## src/rtl/mem_access_unit_pkg.sv

```systemverilog
// Shared types and helpers for the MEM-stage data memory access unit.
// Contents: access-size and FSM state encodings, the little-endian
// lane-select constant, and small decode helpers.
package mem_access_unit_pkg;

  localparam int unsigned DATA_WIDTH   = 32;
  localparam int unsigned OFFSET_WIDTH = 2;
  localparam int unsigned SHIFT_WIDTH  = 5;
  // Little-endian lane select: byte offset k occupies bits [8k+7:8k],
  // so the bit shift for an offset is offset << LANE_SHIFT.
  localparam int unsigned LANE_SHIFT   = 3;

  typedef enum logic [1:0] {
    SZ_BYTE    = 2'b00,
    SZ_HALF    = 2'b01,
    SZ_WORD    = 2'b10,
    SZ_ILLEGAL = 2'b11
  } memSizeT;

  typedef enum logic [2:0] {
    ST_IDLE   = 3'd0,
    ST_ACCESS = 3'd1,
    ST_RMW_RD = 3'd2,
    ST_RMW_WR = 3'd3,
    ST_DONE   = 3'd4
  } memStateT;

  // Bit shift that moves lane 'offset' down to bit 0.
  function automatic logic [SHIFT_WIDTH-1:0] laneShift(input logic [OFFSET_WIDTH-1:0] offset);
    return SHIFT_WIDTH'(offset) << LANE_SHIFT;
  endfunction

  // Rejected accesses: unaligned half/word, or the reserved size code.
  function automatic logic isMisaligned(input memSizeT size, input logic [OFFSET_WIDTH-1:0] offset);
    logic err;
    case (size)
      SZ_BYTE: err = 1'b0;
      SZ_HALF: err = offset[0];
      SZ_WORD: err = (offset != 2'b00);
      default: err = 1'b1;
    endcase
    return err;
  endfunction

endpackage

```

## src/rtl/mem_lane_align.sv

```systemverilog
// Combinational lane alignment for sub-word accesses.
// Ports:
//   readWord    - word read from memory (load path)
//   oldWord     - previously read word (store merge path)
//   storeData   - right-justified store data
//   offset      - byte offset within the word
//   size        - access size
//   signExt     - sign-extend loads when 1
//   loadData_c  - extracted and extended load result
//   mergeWord_c - oldWord with the addressed lane replaced by storeData
module mem_lane_align
  import mem_access_unit_pkg::*;
(
  input  logic [DATA_WIDTH-1:0]   readWord,
  input  logic [DATA_WIDTH-1:0]   oldWord,
  input  logic [DATA_WIDTH-1:0]   storeData,
  input  logic [OFFSET_WIDTH-1:0] offset,
  input  memSizeT                 size,
  input  logic                    signExt,
  output logic [DATA_WIDTH-1:0]   loadData_c,
  output logic [DATA_WIDTH-1:0]   mergeWord_c
);

  // Shift the addressed lane to bit 0, then extend to a full word.
  function automatic logic [DATA_WIDTH-1:0] loadExtract(
    input logic [DATA_WIDTH-1:0]   word,
    input logic [OFFSET_WIDTH-1:0] off,
    input memSizeT                 sz,
    input logic                    sgn
  );
    logic [DATA_WIDTH-1:0] sh;
    logic [DATA_WIDTH-1:0] res;
    sh = word >> laneShift(off);
    case (sz)
      SZ_BYTE: res = {{24{sgn & sh[7]}}, sh[7:0]};
      SZ_HALF: res = {{16{sgn & sh[15]}}, sh[15:0]};
      default: res = sh;  // word accesses are aligned, so shift is zero
    endcase
    return res;
  endfunction

  // Replace only the addressed lane; all other bytes keep their old value.
  function automatic logic [DATA_WIDTH-1:0] storeMerge(
    input logic [DATA_WIDTH-1:0]   old,
    input logic [DATA_WIDTH-1:0]   data,
    input logic [OFFSET_WIDTH-1:0] off,
    input memSizeT                 sz
  );
    logic [DATA_WIDTH-1:0] mask;
    case (sz)
      SZ_BYTE: mask = 32'h0000_00FF << laneShift(off);
      SZ_HALF: mask = 32'h0000_FFFF << laneShift(off);
      default: mask = 32'hFFFF_FFFF;
    endcase
    return (old & ~mask) | ((data << laneShift(off)) & mask);
  endfunction

  assign loadData_c  = loadExtract(readWord, offset, size, signExt);
  assign mergeWord_c = storeMerge(oldWord, storeData, offset, size);

endmodule

```

## src/rtl/mem_access_unit.sv

```systemverilog
// MEM-stage initiator for a single-port, word-addressed data memory.
// Accepts one load/store at a time; sub-word stores use read-modify-write.
// Ports:
//   Clk, Reset            - clock, async active-high reset
//   ReqValid/ReqReady     - request handshake (ready only in IDLE)
//   ReqWrite, ReqSize,
//   ReqSigned, ReqAddr,
//   ReqWData              - request fields, latched on accept
//   RespValid, RespData,
//   MisalignErr           - one-cycle completion with load data / error flag
//   Busy                  - access in flight
//   MemAddress, MemWriteData,
//   MemWrite, MemRead,
//   MemReadData           - data memory interface
module mem_access_unit
  import mem_access_unit_pkg::*;
#(
  parameter int unsigned ADDR_WIDTH = 32
) (
  input  logic                  Clk,
  input  logic                  Reset,
  input  logic                  ReqValid,
  output logic                  ReqReady,
  input  logic                  ReqWrite,
  input  logic [1:0]            ReqSize,
  input  logic                  ReqSigned,
  input  logic [ADDR_WIDTH-1:0] ReqAddr,
  input  logic [DATA_WIDTH-1:0] ReqWData,
  output logic                  RespValid,
  output logic [DATA_WIDTH-1:0] RespData,
  output logic                  MisalignErr,
  output logic                  Busy,
  output logic [ADDR_WIDTH-1:0] MemAddress,
  output logic [DATA_WIDTH-1:0] MemWriteData,
  output logic                  MemWrite,
  output logic                  MemRead,
  input  logic [DATA_WIDTH-1:0] MemReadData
);

  memStateT              state;
  memStateT              stateNext;
  logic                  reqWrite;
  memSizeT               reqSize;
  logic                  reqSigned;
  logic [ADDR_WIDTH-1:0] reqAddr;
  logic [DATA_WIDTH-1:0] reqWData;
  logic [DATA_WIDTH-1:0] rdWord;
  logic [DATA_WIDTH-1:0] respData;
  logic                  misalignErr;
  logic                  acceptErr;
  logic [DATA_WIDTH-1:0] loadData;
  logic [DATA_WIDTH-1:0] mergeWord;

  assign acceptErr   = isMisaligned(memSizeT'(ReqSize), ReqAddr[1:0]);
  assign MemAddress  = {reqAddr[ADDR_WIDTH-1:2], 2'b00};
  assign RespData    = respData;
  assign MisalignErr = misalignErr;

  mem_lane_align uLaneAlign (
    .readWord    (MemReadData),
    .oldWord     (rdWord),
    .storeData   (reqWData),
    .offset      (reqAddr[1:0]),
    .size        (reqSize),
    .signExt     (reqSigned),
    .loadData_c  (loadData),
    .mergeWord_c (mergeWord)
  );

  // State register.
  always_ff @(posedge Clk or posedge Reset) begin
    if (Reset) begin
      state <= ST_IDLE;
    end else begin
      state <= stateNext;
    end
  end

  // Next state and state-decoded outputs.
  always_comb begin
    stateNext    = state;
    ReqReady     = 1'b0;
    Busy         = 1'b1;
    MemRead      = 1'b0;
    MemWrite     = 1'b0;
    MemWriteData = '0;
    RespValid    = 1'b0;
    case (state)
      ST_IDLE: begin
        ReqReady = 1'b1;
        Busy     = 1'b0;
        if (ReqValid) begin
          if (acceptErr) begin
            stateNext = ST_DONE;
          end else if (ReqWrite && (memSizeT'(ReqSize) != SZ_WORD)) begin
            stateNext = ST_RMW_RD;
          end else begin
            stateNext = ST_ACCESS;
          end
        end
      end
      ST_ACCESS: begin
        MemRead   = !reqWrite;
        MemWrite  = reqWrite;
        if (reqWrite) begin
          MemWriteData = reqWData;
        end
        stateNext = ST_DONE;
      end
      ST_RMW_RD: begin
        MemRead   = 1'b1;
        stateNext = ST_RMW_WR;
      end
      ST_RMW_WR: begin
        MemWrite     = 1'b1;
        MemWriteData = mergeWord;
        stateNext    = ST_DONE;
      end
      ST_DONE: begin
        RespValid = 1'b1;
        stateNext = ST_IDLE;
      end
      default: begin
        stateNext = ST_IDLE;
      end
    endcase
  end

  // Request latch, RMW read capture and response registers.
  always_ff @(posedge Clk or posedge Reset) begin
    if (Reset) begin
      reqWrite    <= 1'b0;
      reqSize     <= SZ_BYTE;
      reqSigned   <= 1'b0;
      reqAddr     <= '0;
      reqWData    <= '0;
      rdWord      <= '0;
      respData    <= '0;
      misalignErr <= 1'b0;
    end else begin
      case (state)
        ST_IDLE: begin
          if (ReqValid) begin
            reqWrite    <= ReqWrite;
            reqSize     <= memSizeT'(ReqSize);
            reqSigned   <= ReqSigned;
            reqAddr     <= ReqAddr;
            reqWData    <= ReqWData;
            respData    <= '0;
            misalignErr <= acceptErr;
          end
        end
        ST_ACCESS: begin
          if (!reqWrite) begin
            respData <= loadData;
          end
        end
        ST_RMW_RD: begin
          rdWord <= MemReadData;
        end
        ST_DONE: begin
          respData    <= '0;
          misalignErr <= 1'b0;
        end
        default: begin
          respData <= '0;
        end
      endcase
    end
  end

endmodule

```

## config.mk

```make
export PLATFORM = sky130hd
export DESIGN_NAME = mem_access_unit
export DESIGN_NICKNAME = d
export VERILOG_FILES = /design/src/rtl/mem_access_unit_pkg.sv /design/src/rtl/mem_lane_align.sv /design/src/rtl/mem_access_unit.sv
export SDC_FILE = /design/constraint.sdc
export NUM_CORES = 1
export LEC_CHECK = 0
export BUFFER_PORTS_ARGS = -buffer_cell sky130_fd_sc_hd__buf_4
export CAP_MARGIN = 0
export CORE_ASPECT_RATIO = 1.5
export CORE_MARGIN = 2
export CORE_UTILIZATION = 32
export DETAILED_ROUTE_END_ITERATION = 10
export GPL_TIMING_DRIVEN = 0
export PLACE_DENSITY = 0.55
export SETUP_SLACK_MARGIN = 0.4
export SLEW_MARGIN = 20
export SYNTH_ARGS = -nofsm -noshare
export SYNTH_HDL_FRONTEND = slang
export SYNTH_HIERARCHICAL = 1
export SYNTH_SLANG_ARGS = --single-unit
```

## constraint.sdc

```tcl
create_clock -name Clk -period 11.52 [get_ports Clk]
set_input_delay 2.304 -clock Clk [delete_from_list [all_inputs] [get_ports Clk]]
set_output_delay 2.304 -clock Clk [all_outputs]
set_load 0.01 [all_outputs]
```

==> metrics.log, run 1 <==
INFO  metric run_status = finished, final reports clean
INFO  metric first_global_vias = between 6000 and 7000
INFO  metric reg2reg_setup_slack = 9.38 ns
INFO  metric place.detailed.instances = 1190
INFO  metric period_minus_slack = 5.080 ns
INFO  metric final_cells = around 1200
INFO  metric postSynth.asyncResetShare = 100.0%
INFO  metric total_leakage_power = 0.004617 uW
INFO  metric postCtsResizedCells = 0
INFO  metric maxCapViolations = 0
INFO  metric wire_length_of_the_first_global_routing_pass = about 37 mm
INFO  metric place.detailed.hpwl = 18.96 mm
INFO  metric route.layer.met1.wl = 9.780 mm
INFO  metric r2r_start = state[2]
INFO  metric timing.hold.worst.class = flip-flop to flip-flop
INFO  metric cts_hold_buf = 0
INFO  metric synth_area_leaders = sky130_fd_sc_hd__dfrtp_1 45%, sky130_fd_sc_hd__mux2_2 15%, sky130_fd_sc_hd__mux2i_1 6.4%, sky130_fd_sc_hd__a22o_1 3.7%, sky130_fd_sc_hd__buf_4 3.5%
INFO  metric cts_num_sinks = ~140
INFO  metric power.density_cell_area = 296.3 nW/um^2
INFO  metric synth_top_flop_cell = sky130_fd_sc_hd__dfrtp_1
INFO  metric sequential_standard_cell_area = 3403 um^2
INFO  metric detail_route.vias_per_cell = 4.921
INFO  metric synth_cell_types = 43
INFO  metric synth.top_cell.area_share = 45.03%
INFO  metric sequential_element_share_of_the_synthesized_area = 45.03%
INFO  metric fillerInstances = 2286
INFO  metric highest_clock_rate = 196.9 MHz
INFO  metric timing.reg2reg.worst_path_depth = 5
INFO  metric clock_transition_at_the_register_clock_pins_on_the_worst_setup_and_hold_paths_after_cts = 0.06 ns
INFO  metric antenna_left = 0
INFO  metric crit_path_end_kind = output port
INFO  metric floorplan.die.width = approximately 130 um
INFO  metric min-delay-start = reqAddr[28]
INFO  metric timing_hold_violations_final = 0
INFO  metric grt_use_total = 20.15%
INFO  metric drtIter0Drc = 341
INFO  metric number_of_max_slew_violations_in_the_final_report = 0
INFO  metric p_total = approximately 3000 uW
INFO  metric dr_wl_met3 = between 1 and 1.5 mm
INFO  metric die_height = 192.2 um
INFO  metric drt_pass1_iterations = 5
INFO  metric clockRootBuffer = sky130_fd_sc_hd__clkbuf_16
INFO  metric hold_path_end = reqAddr[28]
INFO  metric met2_wirelength = 12.39 mm
INFO  metric cell_area_after_placement = around 9500 um^2
INFO  metric clk_path_buf_depth = 2
INFO  metric finalCritPeriodShare = between 40% and 50%
INFO  metric insertion_delay = 0.43 ns
INFO  metric fin_area = between 10000 and 15000 um^2
INFO  metric worst-path-max-fanout = 10
INFO  metric worst_slew_margin_rel = 38.46%
INFO  metric std_cell_rows = 68
INFO  metric tightestPinTransition = 0.9153 ns
INFO  metric setup_viol = 0
INFO  metric tritoncts = built
INFO  metric hold_path_depth = 1
INFO  metric grt_start_max_net_pins = 71
INFO  metric multi_input_comb_area = between 3000 and 4000 um^2
INFO  metric topRoutingLayerUsed = met4
INFO  metric synth_area = 7558 um^2
INFO  metric place.gp.congestion = slightly below 0.9
INFO  metric library_cell_with_the_highest_instance_count_after_synthesis = sky130_fd_sc_hd__dfrtp_1
INFO  metric start_util = 32.66%
INFO  metric floorplan_die_area = 24890 um^2
INFO  metric netlist_instances = 671
INFO  metric finalClockSkew = 0.005619 ns
INFO  metric design.final.nets = 997
INFO  metric placement.io_buffers = 202
INFO  metric antenna_violations_before_repair = 1
INFO  metric timing.rr.end = reqAddr[2]
INFO  metric number_of_h_tree_branching_levels = 4
INFO  metric ys_seq_elements = 136
INFO  metric placeableCoreArea = 23140 um^2
INFO  metric count_of_buffers_added_by_post_cts_timing_repair_for_setup = 0
INFO  metric tns = 0 ns
INFO  metric cp.required = 9.22 ns
INFO  metric synth_warnings = 6
INFO  metric num_io_pins = 205
INFO  metric num_vias = 6014
INFO  metric rsz_0062_raised_after_global_routing = no
INFO  metric syn2layout_area_growth = 34.89%
INFO  metric critPathLaunchType = flip-flop
INFO  metric avgSynthCellArea = 11.26 um^2
INFO  metric yosys-top-cells-count = 136 x sky130_fd_sc_hd__dfrtp_1, 102 x sky130_fd_sc_hd__mux2_2, 57 x sky130_fd_sc_hd__nand2_1
INFO  metric synth.largest_area_cell = sky130_fd_sc_hd__dfrtp_1
INFO  metric gr-total-overflow = 0
INFO  metric irDropWorstVdd = approximately 0.13 mV
INFO  metric drt_wl_total = 24.54 mm
INFO  metric synth_edf_count = 0
INFO  metric post_route_cells_drive_above_1_share = between 40% and 50%
INFO  metric drc_errors = 0
INFO  metric numCtsBuffers = 17
INFO  metric cp_data_arrival_time = 2.78 ns
INFO  metric wl_per_cell = 20.08 um
INFO  metric crit_path_category = flip-flop to output port
-- where the power goes --
| part | internal [uW] | total, uW | leakage, uW | switching [uW] |
|---|---|---|---|---|
| sequential | 690 | 870 | 0.00167 | 180 |
| clock | 423 | 638 | 0.000332 | 216 |
| combinational | 766 | 1510 | 0.00261 | 747 |
| total | 1880 | 3020 | 0.00462 | 1140 |
-- through the flow --
step / setup WS (ns) / hold slack (ns) / util (%)
after CTS: 6.439 / 0.4906 / 44.05
after detailed placement: 6.894 / 0.4763 / 41.08
after global routing: 6.282 / 0.4945 / 44.06
final: 6.440 / 0.4849 / 44.06
after global placement: 3.759 / 0.4678 / 40.93
after floorplan: 5.577 / 0.4594 / -
-- state kept, by name (all words and copies together), names as in the netlist --
register	count
RespData	32
rdWord	32
reqAddr	32
reqWData	32
state	3
reqSize	2
MisalignErr	1
reqSigned	1
reqWrite	1
-- layout make-up --
type | count | share of cell area [%]
inverter | 5 | 0.2577
antenna | 1 | 0.02454
clock inverter | 11 | 2.148
buffer | 84 | 5.129
sequential | 136 | 33.38
timing repair buffer | 203 | 15.14
tap | 315 | 3.866
multi-input combinational | 447 | 35.48
clock buffer | 20 | 4.577
-- cell families after synthesis --
family | after synthesis | share of synthesized area (%)
DFF | 136 | 45.03
AOI/OAI and AO/OA | 140 | 12.90
and+or+nand+nor | 138 | 10.48
buffers and inverters | 89 | 7.168
muxes | 167 | 24.38
other | 1 | 0.04961
-- how the worst max path moves through the flow --
| stage | slack, ns | startpoint | to | cells past startpoint |
|---|---|---|---|---|
| CTS | 6.44 | reqAddr[1] | MemWriteData[13] | 8 |
| floorplan | 5.58 | Reset | MisalignErr | 1 |
| global route | 6.28 | reqAddr[1] | MemWriteData[14] | 8 |
| finish | 6.44 | reqSize[1] | MemWriteData[13] | 7 |
| detailed placement | 6.89 | reqAddr[1] | MemWriteData[13] | 8 |
| global placement | 3.76 | Reset | reqAddr[5] | 2 |
-- critical path, stage by stage, from the launching register on --
cell and delay (ns):
sky130_fd_sc_hd__dfrtp_1 0.50, sky130_fd_sc_hd__or2_2 0.34, sky130_fd_sc_hd__clkbuf_1 0.24, sky130_fd_sc_hd__o21ai_1 0.70
sky130_fd_sc_hd__o2bb2ai_1 0.16, sky130_fd_sc_hd__nand2_1 0.09, sky130_fd_sc_hd__a21oi_1 0.11, sky130_fd_sc_hd__buf_4 0.19
-- cells in the final DEF (no fill, tap or decap), types with 3 or more instances in the layout --
cell type / count
sky130_fd_sc_hd__nand3b_1: 32
sky130_fd_sc_hd__clkinv_4: 3
sky130_fd_sc_hd__buf_2: 19
sky130_fd_sc_hd__nor2b_1: 11
sky130_fd_sc_hd__a21oi_1: 41
sky130_fd_sc_hd__a31oi_1: 8
sky130_fd_sc_hd__a211oi_1: 7
sky130_fd_sc_hd__clkbuf_8: 3
sky130_fd_sc_hd__buf_6: 7
sky130_fd_sc_hd__nor2_1: 6
sky130_fd_sc_hd__buf_4: 237
sky130_fd_sc_hd__nand2b_1: 10
sky130_fd_sc_hd__clkbuf_1: 22
sky130_fd_sc_hd__or2_2: 10
sky130_fd_sc_hd__o2bb2ai_1: 16
sky130_fd_sc_hd__o21ai_0: 19
sky130_fd_sc_hd__o22ai_1: 8
sky130_fd_sc_hd__mux2_2: 102
sky130_fd_sc_hd__clkbuf_16: 17
sky130_fd_sc_hd__mux2i_1: 48
sky130_fd_sc_hd__a22o_1: 32
sky130_fd_sc_hd__inv_1: 3
sky130_fd_sc_hd__mux2_1: 15
sky130_fd_sc_hd__dfrtp_1: 136
sky130_fd_sc_hd__nand2_1: 57
sky130_fd_sc_hd__bufinv_16: 6
-- per-layer routing --
metal / vias to the layer above / global-route usage (%)
met5: - / 0
met4: 0 / 9.512
met3: 49 / 4.206
met2: 228 / 34.64
met1: 2892 / 23.86
li1: 2845 / -
Note: power is estimated with default switching activity, not from simulation.
==> inputs of run 2 (changes only) <==
- PLACE_DENSITY: 0.55 -> 0.57
- clock period: 11.52 -> 4.2 ns (I/O delays scaled with it)
==> metrics.log, run 2 (synthesis gave the netlist of run 1 again) <==
INFO  metric wl_per_cell = 19.66 um
INFO  metric total_leakage_power = 0.004596 uW
INFO  metric number_of_h_tree_branching_levels = 4
INFO  metric place.gp.congestion = 0.8870
INFO  metric num_io_pins = 205
INFO  metric slowest_stage = sky130_fd_sc_hd__a21oi_1
INFO  metric number_of_max_slew_violations_in_the_final_report = 0
INFO  metric worst_slew_margin_rel = 44.30%
INFO  metric design.final.nets = 1000
INFO  metric power.density_cell_area = between 700 and 800 nW/um^2
INFO  metric clk_path_buf_depth = 2
INFO  metric std_cell_rows = 68
INFO  metric tns = 0 ns
INFO  metric worstPathCellList = buf_4 -> buf_2 -> inv_1 -> a21oi_1 -> o2bb2ai_1 -> nand2_1 -> a21oi_1 -> buf_4
INFO  metric place.detailed.hpwl = 19.05 mm
INFO  metric wire_length_of_the_first_global_routing_pass = 36.11 mm
INFO  metric postCtsResizedCells = 0
INFO  metric clockRootBuffer = sky130_fd_sc_hd__clkbuf_16
INFO  metric timing.hold.worst.class = primary input to async pin
INFO  metric gr-total-overflow = 0
INFO  metric commonest_non_fill_non_tap_cell_in_the_layout = sky130_fd_sc_hd__buf_4
INFO  metric antenna_cells = 0
INFO  metric drt_pass1_iterations = 5
INFO  metric floorplan_die_area = 24890 um^2
INFO  metric timing.rr.end = RespData[23]
INFO  metric numCtsBuffers = 17
INFO  metric syn2layout_area_growth = 34.41%
INFO  metric worst_setup_ep = MemWriteData[13]
INFO  metric path_depth = 8
INFO  metric tightestPinTransition = 0.8355 ns
INFO  metric highest_clock_rate = around 280 MHz
INFO  metric timing.critical_path.max_delay_family = compound AO/OA/AOI/OAI gates
INFO  metric drc_errors = 0
INFO  metric reg2reg_setup_slack = around 2.1 ns
INFO  metric floorplan.die.width = 129.5 um
INFO  metric r2r_start = reqAddr[0]
INFO  metric fin_area = 10160 um^2
INFO  metric placement.io_buffers = 202
INFO  metric insertion_delay = 0.43 ns
INFO  metric drtIter0Drc = 371
INFO  metric detail_route.vias_per_cell = roughly 5
INFO  metric die_height = 192.2 um
INFO  metric post_route_cells_drive_above_1_share = 46.64%
INFO  metric tritoncts = built
INFO  metric grt_start_max_net_pins = 33
INFO  metric max_stage_delay = about 0.67 ns
INFO  metric cts_num_sinks = 136
INFO  metric num_vias = 6031
INFO  metric timing.reg2reg.worst_path_depth = 6
INFO  metric crit_path_end_kind = output port
INFO  metric irDropWorstVdd = between 0.3 and 0.4 mV
INFO  metric setup_viol = 0
INFO  metric cts_hold_buf = 0
INFO  metric grt_use_total = between 10% and 20%
INFO  metric layout_common_cells = 237 x sky130_fd_sc_hd__buf_4, 136 x sky130_fd_sc_hd__dfrtp_1, 102 x sky130_fd_sc_hd__mux2_2
INFO  metric first_global_vias = 6173
INFO  metric antenna_left = 0
INFO  metric placeableCoreArea = 23140 um^2
INFO  metric worst-path-max-fanout = 10
INFO  metric antenna_violations_before_repair = 0
INFO  metric setup_ws = 0.5802 ns
INFO  metric finalCritPeriodShare = between 80% and 90%
INFO  metric start_util = 32.66%
INFO  metric maxCapViolations = 0
INFO  metric clock_transition_at_the_register_clock_pins_on_the_worst_setup_and_hold_paths_after_cts = 0.06 ns
INFO  metric setup.worst_path.start = reqAddr[1]
INFO  metric cp.required = approximately 3.4 ns
INFO  metric run_status = finished, final reports clean
INFO  metric finalClockSkew = around 0.0086 ns
INFO  metric drt_wl_total = approximately 24 mm
INFO  metric period_minus_slack = 3.620 ns
INFO  metric dp_worst_setup_slack = 1.039 ns
INFO  metric cp_data_arrival_time = 2.78 ns
INFO  metric critical_path.n_buffers_inverters = 4
INFO  metric critPathLaunchType = flip-flop
INFO  metric cell_area_after_placement = 9557 um^2
INFO  metric timing_hold_violations_final = 0
INFO  metric crit_path_category = flip-flop to output port
INFO  metric rsz_0062_raised_after_global_routing = no
INFO  metric count_of_buffers_added_by_post_cts_timing_repair_for_setup = 0
-- run 2: cell types whose count changed in the layout (fill, tap and decap cells not counted) --
cell	before	now
sky130_fd_sc_hd__diode_2	1	0
sky130_fd_sc_hd__inv_8	1	0
sky130_fd_sc_hd__bufinv_16	6	3
sky130_fd_sc_hd__clkinv_2	1	3
sky130_fd_sc_hd__buf_12	0	4
sky130_fd_sc_hd__clkinv_4	3	1
sky130_fd_sc_hd__inv_6	0	2
sky130_fd_sc_hd__clkbuf_1	22	23
sky130_fd_sc_hd__buf_16	1	0
sky130_fd_sc_hd__clkinvlp_4	1	3
sky130_fd_sc_hd__clkbuf_8	3	2
-- run 2: final cells by class --
cell class / instances / area (um^2)
clock inverter: 11 / 146.4
fill: 2283 / 12980
buffer: 84 / 523.0
tap: 315 / 394.1
sequential: 136 / 3403
multi-input combinational: 447 / 3617
timing repair buffer: 206 / 1597
clock buffer: 20 / 456.7
inverter: 5 / 22.52
-- run 2: worst register-to-register path: stages, from the launching register on --
cell	delay (ns)
sky130_fd_sc_hd__dfrtp_1	0.41
sky130_fd_sc_hd__buf_2	0.25
sky130_fd_sc_hd__clkbuf_1	0.38
sky130_fd_sc_hd__buf_2	0.37
sky130_fd_sc_hd__mux2i_1	0.23
sky130_fd_sc_hd__o22ai_1	0.10
sky130_fd_sc_hd__a22o_1	0.21
-- run 2: through the flow --
stage	util (%)	std cells	hold WS, ns	power (uW)
3_3_place_gp	40.95	1189	0.4698	6479
5_1_grt	43.90	1224	0.4414	8574
3_5_place_dp	41.30	1193	0.4760	6531
2_1_floorplan	-	672	0.4594	5124
4_1_cts	43.90	1224	0.4214	8130
6_report	43.90	1224	0.4257	8072
-- run 2: how the worst min path moves through the flow --
stage | from | end | slack, ns
3_3_place_gp | reqAddr[23] | reqAddr[23] | 0.47
6_report | Reset | reqAddr[24] | 0.43
5_1_grt | Reset | reqAddr[24] | 0.44
2_1_floorplan | reqAddr[20] | reqAddr[20] | 0.46
4_1_cts | Reset | reqAddr[24] | 0.42
3_5_place_dp | reqAddr[28] | reqAddr[28] | 0.48
-- run 2: power by group --
part	leakage [uW]	switching (uW)	internal, uW	total, uW
Combinational	0.00263	2020	2100	4130
Sequential	0.00167	499	1890	2390
Clock	0.000293	591	963	1550
-- run 2: per-layer routing --
layer | vias to the layer above | global-route usage (%) | wire (um)
met5 | - | 0 | 0
met4 | 0 | 10.75 | 1124
met3 | 56 | 4.457 | 1115
met2 | 203 | 33.66 | 12230
met1 | 2909 | 22.10 | 9587
li1 | 2863 | - | -
==> inputs of run 3 (changes only) <==
==> constraint.sdc (replaced) <==
create_clock -name Clk -period 4.2 [get_ports Clk]
set_input_delay 0.21 -clock Clk [delete_from_list [all_inputs] [get_ports Clk]]
set_output_delay 0.21 -clock Clk [all_outputs]
set_load 0.01 [all_outputs]
==> metrics.log, run 3 (synthesis gave the netlist of run 1 again) <==
INFO  metric crit_path_end_kind = output port
INFO  metric drtIter0Drc = about 380
INFO  metric drc_errors = 0
INFO  metric floorplan_die_area = 24890 um^2
INFO  metric place.detailed.hpwl = 19.05 mm
INFO  metric run_status = finished, final reports clean
INFO  metric post_route_cells_drive_above_1_share = 45.15%
INFO  metric design.final.nets = 1030
INFO  metric maxCapViolations = 0
INFO  metric placeableCoreArea = 23140 um^2
INFO  metric finalClockSkew = around 0.006 ns
INFO  metric worstPathCellList = buf_4 -> buf_2 -> inv_1 -> a21oi_1 -> o2bb2ai_1 -> nand2_1 -> a21oi_1 -> buf_4
INFO  metric fillerInstances = around 2300
INFO  metric finalCritPeriodShare = 71.52%
INFO  metric timing.hold.worst.class = primary input to flip-flop
INFO  metric setup_viol = 0
INFO  metric antenna_violations_before_repair = 0
INFO  metric drt_pass1_iterations = 4
INFO  metric antenna_cells = 0
INFO  metric worst_slew_margin_rel = 42.72%
INFO  metric highest_clock_rate = 332.9 MHz
INFO  metric insertion_delay = 0.43 ns
INFO  metric count_of_buffers_added_by_post_cts_timing_repair_for_setup = 0
INFO  metric place.gp.congestion = 0.8870
INFO  metric crit_path_category = flip-flop to output port
INFO  metric tns = 0 ns
INFO  metric cts_num_sinks = 136
INFO  metric die_height = 192.2 um
INFO  metric clockRootBuffer = sky130_fd_sc_hd__clkbuf_16
INFO  metric clock_transition_at_the_register_clock_pins_on_the_worst_setup_and_hold_paths_after_cts = approximately 0.06 ns
INFO  metric wire_length_of_the_first_global_routing_pass = 36.54 mm
INFO  metric critPathLaunchType = flip-flop
INFO  metric grt_use_total = 19.69%
INFO  metric number_of_h_tree_branching_levels = 4
INFO  metric layout.core_utilization = 45.20%
INFO  metric irDropWorstVdd = 0.3427 mV
INFO  metric period_minus_slack = between 3 and 4 ns
INFO  metric floorplan.die.width = 129.5 um
INFO  metric wl_per_cell = 19.38 um
INFO  metric power.density_cell_area = 774.1 nW/um^2
INFO  metric reg2reg_setup_slack = 2.14 ns
INFO  metric timing_hold_violations_final = 0
INFO  metric layout_common_cells = 237 x sky130_fd_sc_hd__buf_4, 136 x sky130_fd_sc_hd__dfrtp_1, 102 x sky130_fd_sc_hd__mux2_2
INFO  metric tritoncts = built
INFO  metric std_cell_rows = 68
INFO  metric drt_wl_total = 24.30 mm
INFO  metric cp_data_arrival_time = approximately 2.8 ns
INFO  metric grt_start_max_net_pins = 33
INFO  metric gr-total-overflow = 0
INFO  metric start_util = 32.66%
INFO  metric placement.io_buffers = 202
INFO  metric first_global_vias = between 6000 and 7000
INFO  metric cp.required = around 4 ns
INFO  metric num_vias = roughly 6100
INFO  metric rsz_0062_raised_after_global_routing = no
INFO  metric commonest_non_fill_non_tap_cell_in_the_layout = sky130_fd_sc_hd__buf_4
INFO  metric slowest_stage = sky130_fd_sc_hd__a21oi_1
INFO  metric syn2layout_area_growth = 38.39%
INFO  metric number_of_max_slew_violations_in_the_final_report = 0
INFO  metric detail_route.vias_per_cell = 4.899
INFO  metric tightestPinTransition = 0.8592 ns
INFO  metric num_io_pins = 205
INFO  metric worst-path-max-fanout = 10
INFO  metric numCtsBuffers = 17
INFO  metric clk_path_buf_depth = 2
INFO  metric total_leakage_power = 0.004722 uW
INFO  metric antenna_left = 0
INFO  metric max_stage_delay = 0.68 ns
-- run 3: changes by cell type in the layout (fill, tap and decap cells not counted) --
| cell | change |
|---|---|
| sky130_fd_sc_hd__dlygate4sd3_1 | +30 |
-- run 3: per-layer routing --
layer	global-route usage [%]	up-vias	wire (um)
met1	22.49	2969	9615
met4	10.75	0	1040
met5	0	-	0
met2	34.09	204	12500
met3	4.067	48	1147
li1	-	2922	-
-- run 3: critical path: cells and delay by family (launching register included) --
kind / cells / cell delay, ns
buffers and inverters: 4 / 0.75
flip-flops: 1 / 0.42
AND/OR/NAND/NOR: 1 / 0.07
AO/OA/AOI/OAI: 3 / 1.13
-- run 3: final cells by class --
class,count,area [um^2],area share [%]
clock inverters,11,146.4,1.400
flip-flops and latches,136,3403,32.54
well taps,315,394.1,3.768
clock buffers,20,456.7,4.366
inverters,5,22.52,0.2153
multi-input cells,447,3617,34.58
plain buffers,84,523.0,5.000
repair buffers,236,1897,18.13
-- run 3: worst paths after layout --
check	start	end	cells past startpoint
worst max-delay path	reqAddr[1]	MemWriteData[13]	8
worst min-delay path	ReqWData[19]	reqWData[19]	2
worst max register to register	reqAddr[1]	RespData[23]	5
worst min register to register	reqAddr[26]	reqAddr[26]	1
max in group asynchronous	Reset	reqWData[0]	5
min in group asynchronous	Reset	reqAddr[24]	3
-- run 3: per-stage QoR --
step,setup WS (ns),instances,instance area [um^2],hold slack [ns],total power (uW)
5_1_grt,1.069,1254,10460,0.002892,8605
3_3_place_gp,1.261,1189,9477,0.4271,6479
4_1_cts,1.193,1254,10460,0.0005276,8153
6_report,1.196,1254,10460,0.01972,8097
2_1_floorplan,2.297,672,7566,0.3417,5124
3_5_place_dp,1.669,1193,9557,0.2539,6531
-- run 3: power breakdown --
part	leakage, uW	internal [uW]	switching [uW]	total (uW)
logic	0.00276	2120	2030	4150
registers	0.00167	1890	497	2390
clock network	0.000293	963	590	1550
-- run 3: what timing repair did --
action                    in CTS  in global routing
hold endpoints to repair      46                  0
hold buffers                  30                  0
resized for setup              0                  0
